==> src/rtl/spi_xfer_arb.sv <==
// Round-robin arbiter sharing one SPI master core among NUM_REQ requesters.
// Grants one requester, loads its length, pulses start and tracks busy until done.
//
// state     | meaning
// ----------+-------------------------------------------------------------
// IDLE      | no grant; round-robin pick among pending requests
// START     | one-cycle length load and start pulse to the core
// WAIT_BUSY | waiting for the core to raise busy; start timeout armed
// XFER      | core busy; done pulses on the cycle busy falls
// GAP       | chip select released for max(gap_i,1) cycles; lock regrant
module spi_xfer_arb #(
  parameter int NUM_REQ   = 4,
  parameter int TRL_WIDTH = 16,
  parameter int START_TO  = 15,
  parameter int GAP_WIDTH = 8
) (
  input  logic                         clk_i,
  input  logic                         rst_n_i,
  input  logic [NUM_REQ-1:0]           req_i,
  input  logic [NUM_REQ-1:0]           lock_i,
  input  logic [NUM_REQ*TRL_WIDTH-1:0] trl_i,
  input  logic [GAP_WIDTH-1:0]         gap_i,
  input  logic                         busy_i,
  input  logic                         last_i,
  output logic [NUM_REQ-1:0]           gnt_o,
  output logic [NUM_REQ-1:0]           done_o,
  output logic [NUM_REQ-1:0]           err_o,
  output logic                         trl_valid_o,
  output logic [TRL_WIDTH-1:0]         trl_o,
  output logic                         st_o,
  output logic [NUM_REQ-1:0]           nss_sel_o
);

  localparam int IDX_W = (NUM_REQ > 1) ? $clog2(NUM_REQ) : 1;
  localparam int TMO_W = (START_TO > 1) ? $clog2(START_TO) : 1;
  localparam logic [TMO_W-1:0] TMO_LAST = TMO_W'(START_TO - 1);
  localparam logic [IDX_W-1:0] PTR_RST  = IDX_W'(NUM_REQ - 1);

  typedef enum logic [2:0] {
    IDLE,
    START,
    WAIT_BUSY,
    XFER,
    GAP
  } state_t;

  state_t                 state_q, state_d;
  logic [IDX_W-1:0]       win_q, win_d;
  logic [IDX_W-1:0]       ptr_q, ptr_d;
  logic [TRL_WIDTH-1:0]   trl_q, trl_d;
  logic [GAP_WIDTH-1:0]   gap_q, gap_d;
  logic [TMO_W-1:0]       tmo_q, tmo_d;

  logic                   rr_hit;
  logic [IDX_W-1:0]       rr_idx;
  logic [IDX_W-1:0]       cand;
  logic [NUM_REQ-1:0]     win_oh;
  logic [TRL_WIDTH-1:0]   trl_rr;
  logic [TRL_WIDTH-1:0]   trl_win;
  logic [GAP_WIDTH-1:0]   gap_load;
  logic                   granted;
  logic                   unused_last;

  // last_i is informational only; sequencing follows busy_i alone.
  assign unused_last = last_i;

  always_comb begin
    rr_hit = 1'b0;
    rr_idx = '0;
    cand   = '0;
    for (int i = 1; i <= NUM_REQ; i++) begin
      cand = IDX_W'((int'(ptr_q) + i) % NUM_REQ);
      if (!rr_hit && req_i[cand]) begin
        rr_hit = 1'b1;
        rr_idx = cand;
      end
    end
  end

  always_comb begin
    win_oh = '0;
    for (int i = 0; i < NUM_REQ; i++) begin
      win_oh[i] = (win_q == IDX_W'(i));
    end
  end

  assign trl_rr   = trl_i[int'(rr_idx) * TRL_WIDTH +: TRL_WIDTH];
  assign trl_win  = trl_i[int'(win_q) * TRL_WIDTH +: TRL_WIDTH];
  assign gap_load = (gap_i == '0) ? GAP_WIDTH'(1) : gap_i;

  always_comb begin
    state_d = state_q;
    win_d   = win_q;
    ptr_d   = ptr_q;
    trl_d   = trl_q;
    gap_d   = gap_q;
    tmo_d   = tmo_q;
    case (state_q)
      IDLE: begin
        if (rr_hit) begin
          win_d   = rr_idx;
          ptr_d   = rr_idx;
          trl_d   = trl_rr;
          state_d = START;
        end
      end
      START: begin
        tmo_d   = '0;
        state_d = WAIT_BUSY;
      end
      WAIT_BUSY: begin
        if (busy_i) begin
          state_d = XFER;
        end else if (tmo_q == TMO_LAST) begin
          gap_d   = gap_load;
          state_d = GAP;
        end else begin
          tmo_d = tmo_q + 1'b1;
        end
      end
      XFER: begin
        if (!busy_i) begin
          gap_d   = gap_load;
          state_d = GAP;
        end
      end
      GAP: begin
        if (gap_q > GAP_WIDTH'(1)) begin
          gap_d = gap_q - 1'b1;
        end else begin
          gap_d = '0;
          // Locked owner skips arbitration; pointer stays put.
          if (lock_i[win_q] && req_i[win_q]) begin
            trl_d   = trl_win;
            state_d = START;
          end else begin
            state_d = IDLE;
          end
        end
      end
      default: state_d = IDLE;
    endcase
  end

  always_ff @(posedge clk_i) begin
    if (!rst_n_i) begin
      state_q <= IDLE;
      win_q   <= '0;
      ptr_q   <= PTR_RST;
      trl_q   <= '0;
      gap_q   <= '0;
      tmo_q   <= '0;
    end else begin
      state_q <= state_d;
      win_q   <= win_d;
      ptr_q   <= ptr_d;
      trl_q   <= trl_d;
      gap_q   <= gap_d;
      tmo_q   <= tmo_d;
    end
  end

  assign granted     = (state_q == START) || (state_q == WAIT_BUSY) || (state_q == XFER);
  assign gnt_o       = granted ? win_oh : '0;
  assign nss_sel_o   = granted ? win_oh : '0;
  assign trl_valid_o = (state_q == START);
  assign st_o        = (state_q == START);
  assign trl_o       = (state_q == START) ? trl_q : '0;
  assign done_o      = ((state_q == XFER) && !busy_i) ? win_oh : '0;
  assign err_o       = ((state_q == WAIT_BUSY) && !busy_i && (tmo_q == TMO_LAST)) ? win_oh : '0;

endmodule

==> config.mk <==
export PLATFORM = sky130hd
export DESIGN_NAME = spi_xfer_arb
export DESIGN_NICKNAME = d
export VERILOG_FILES = /design/src/rtl/spi_xfer_arb.sv
export SDC_FILE = /design/constraint.sdc
export NUM_CORES = 1
export LEC_CHECK = 0
export BUFFER_PORTS_ARGS = -buffer_cell sky130_fd_sc_hd__buf_4
export CAP_MARGIN = 20
export CORE_MARGIN = 1.5
export CORE_UTILIZATION = 40
export CTS_CLUSTER_DIAMETER = 200
export DETAILED_ROUTE_END_ITERATION = 10
export PLACE_DENSITY = 0.72
export SETUP_SLACK_MARGIN = 0.05
export SYNTH_ARGS = -nofsm -noshare
export SYNTH_HDL_FRONTEND = slang
export SYNTH_SLANG_ARGS = --single-unit
==> constraint.sdc <==
create_clock -name clk_i -period 1.9 [get_ports clk_i]
set_input_delay 0.19 -clock clk_i [delete_from_list [all_inputs] [get_ports clk_i]]
set_output_delay 0.19 -clock clk_i [all_outputs]
set_load 0.02 [all_outputs]
==> metrics <==
GPL Wtd Cong=between 0.8 and 0.9; post-synthesis cell area=2650 sq um; Fill cells=515; total number of vias=2763; Min Hold Slack=0.2114 ns; Post-Route WL=about 8000 microns; number of core rows=29; unrepaired setup endpoints after global routing=true; Hold Fails Final Rpt=0; # IOs=118; Synth Area in Compound Gates=between 20% and 30%; fin. max-slew vios=0; post-synth top area share=approximately a quarter; nets@finish=roughly 520; Synth Register Bits=35; Final Setup Violations=0; setup slack, reg-to-reg=between 0.015 and 0.02 ns; synthesized area per cell=8.923 sq um; Max Clk Rate=0.5310 GHz; EDFF count, synth=0; clk_lat worst skew=around 0.29 ns; GRT met2 Usage=36.29%; first-pass GRT wire length=around 12000 microns; final cell count without fillers=513; drt first pass iters=4; sequential element share of the synthesized area=26.44%; vias in the first global route=about 2600; static leakage=0.001971 uW; placed insts=between 400 and 500; Reg area=between 700 and 800 sq um; Hold WC Path Type=input pin to flip-flop; critical path capture point type=flip-flop; Setup TNS=0 ns; initial antenna violation count=0; cell count after synthesis=297; Synth warnings=0; pre-CTS setup slack=-0.06173 ns; Worst Skew=0.01301 ns; mux contribution to synthesized area=14.54%; ys async rst share=0%; Hold-fix buffers, CTS=0; initial core utilization=41.50%; ANT nets after route=0; Iter 0 DRT Violations=113; met3 GRT Util=roughly 4.3%; busiest grt layer=met2; largest family of logic cells by synthesized area=simple AND/OR/NAND/NOR gates; Root Driver=clkbuf_8; fin crit share=approximately 100%; worst path required time=2.10 ns; min Tclk post-route=approximately 1.9 ns; CTS max path bufs=2; Cell Pwr Density=approximately 760 nW/um^2; TritonCTS clock tree=done; Reg clk slew, reported paths=roughly 0.080 ns; CTS buffer count=5; vias per std cell=roughly 5.4; CORE AREA=6386 sq um; Synth area leader=dfxtp_1; Post-synth top flop=dfxtp_1; clk sink count=35; share of layout cells above drive strength 1=53.90%; largest net degree at the start of global routing=29; multi-input logic area=~1900 sq um; die width=~84 microns; DIE AREA=roughly 7100 sq um; Synth area leaders=dfxtp_1, mux2i_1, o221ai_2, and3_1, nor2_1; number of port buffers=roughly 120; post-layout util=63.97%; Arrival @ worst endpoint=2.08 ns; run status=complete, no violations; Rel. slew slack=roughly 69%; Critical Path Fanout Max=8; grt met1 use=26.28%; GRT overflow=0; crit start category=flip-flop; fraction of the mapped netlist area in simple logic gates=a little over a quarter; All-Layer GR Usage=about a fifth; Post-Syn Nets=~390; maxcap violations=0; Adder-Cell Fraction of Synth Area=approximately 1.9%; Routed wire per std cell=around 15 microns; Diodes inserted=0; synthesis-to-finish area growth=54.15%; xor and xnor area share after synthesis=less than 1%; VDD IR max=between 0.0006 and 0.0007 V; DP Wirelength=approximately 5600 microns; H-tree levels=2; worst slew pin tran=0.4627 ns; final setup margin=0.01680 ns; Die Y=84.40 microns; DRC viols=0; Synth cell types=64; CP Class=flip-flop to flip-flop
-- worst max-delay path: stages (launching register included) --
cell	delay, ns
dfxtp_2	0.34
or4bb_1	0.54
nor4_4	0.26
a2bb2o_4	0.22
buf_12	0.12
o211ai_4	0.15
o221ai_2	0.16
-- timing repair --
item / in CTS / in global routing
resized for setup: 10 / 34
buffers inserted: 5 / 1
pin swaps: 10 / 6
gates cloned: 2 / 0
endpoints found under the setup margin: 21 / 31
-- area by class of cell --
type	instances	area share [%]
multi-input combinational	231	47.44
timing repair buffer	153	29.13
sequential	35	17.37
tap	77	2.358
clock buffer	5	1.685
clock inverter	3	1.072
inverter	9	0.9495
-- kinds of logic after synthesis --
family	count (synthesis)
AO/OA/AOI/OAI	59
flip-flops	35
buffers and inverters	33
adder cells (fa/ha/maj)	4
multiplexers	36
XOR/XNOR	2
AND/OR/NAND/NOR	128
-- metal layers --
layer	part of all wire, %	vias to the layer above
met5	0	-
met4	1.2	0
met3	6.2	8
met2	51	89
met1	42	1301
li1	-	1365
-- synth_stat cells (3+ instances only) --
master	n
a21oi_1	8
and2_1	6
and3_1	17
buf_2	3
buf_4	7
buf_6	5
clkbuf_1	6
dfxtp_1	35
ha_1	4
inv_1	9
mux2i_1	34
nand2_1	24
nand2_2	10
nand2b_1	7
nand3_1	5
nor2_1	27
nor3_1	10
nor4_1	4
o21ai_0	7
o21ai_1	3
o221ai_1	5
o221ai_2	11
-- cell usage in the layout, fill, tap and decap left out, drive strengths merged, types with 2 or more instances in the layout --
| cell | instances |
|---|---|
| a21boi | 2 |
| a32oi | 2 |
| ha | 4 |
| or4 | 2 |
| xor2 | 2 |
| nand3 | 5 |
| a21oi | 8 |
| nand2b | 10 |
| and2 | 7 |
| inv | 9 |
| nand2 | 35 |
| nor3 | 10 |
| nor2 | 28 |
| or2 | 2 |
| o221ai | 16 |
| buf | 153 |
| o211a | 2 |
| and3 | 17 |
| clkinv | 2 |
| o31ai | 3 |
| o21a | 2 |
| nor4 | 7 |
| o21ai | 10 |
| dfxtp | 35 |
| mux2i | 35 |
| o211ai | 3 |
| o31a | 2 |
| clkbuf | 5 |
-- power breakdown --
group,total (uW),switching (uW),internal [uW]
registers,943,87.9,855
logic,1480,739,739
clock network,682,291,391
-- state kept, by name (all words and copies together), names as in the netlist --
signal,flops
trl_q,16
gap_q,8
tmo_q,4
ptr_q,2
state_q,3
win_q,2
-- worst paths after layout --
path	endpoint	startpoint	cells past startpoint
max	trl_q[0]	state_q[1]	6
min	trl_q[14]	trl_i[46]	3
max reg2reg	trl_q[0]	state_q[1]	6
min reg2reg	trl_q[9]	trl_q[9]	2
-- stage by stage --
| step | total power, uW | instance area (sq um) |
|---|---|---|
| detailed placement | 2254 | 3694 |
| global placement | 2228 | 3694 |
| CTS | 3018 | 3914 |
| floorplan | 1831 | 2656 |
| finish | 3103 | 4085 |
| global route | 3266 | 4085 |
Note: power is estimated with default switching activity, not from simulation.
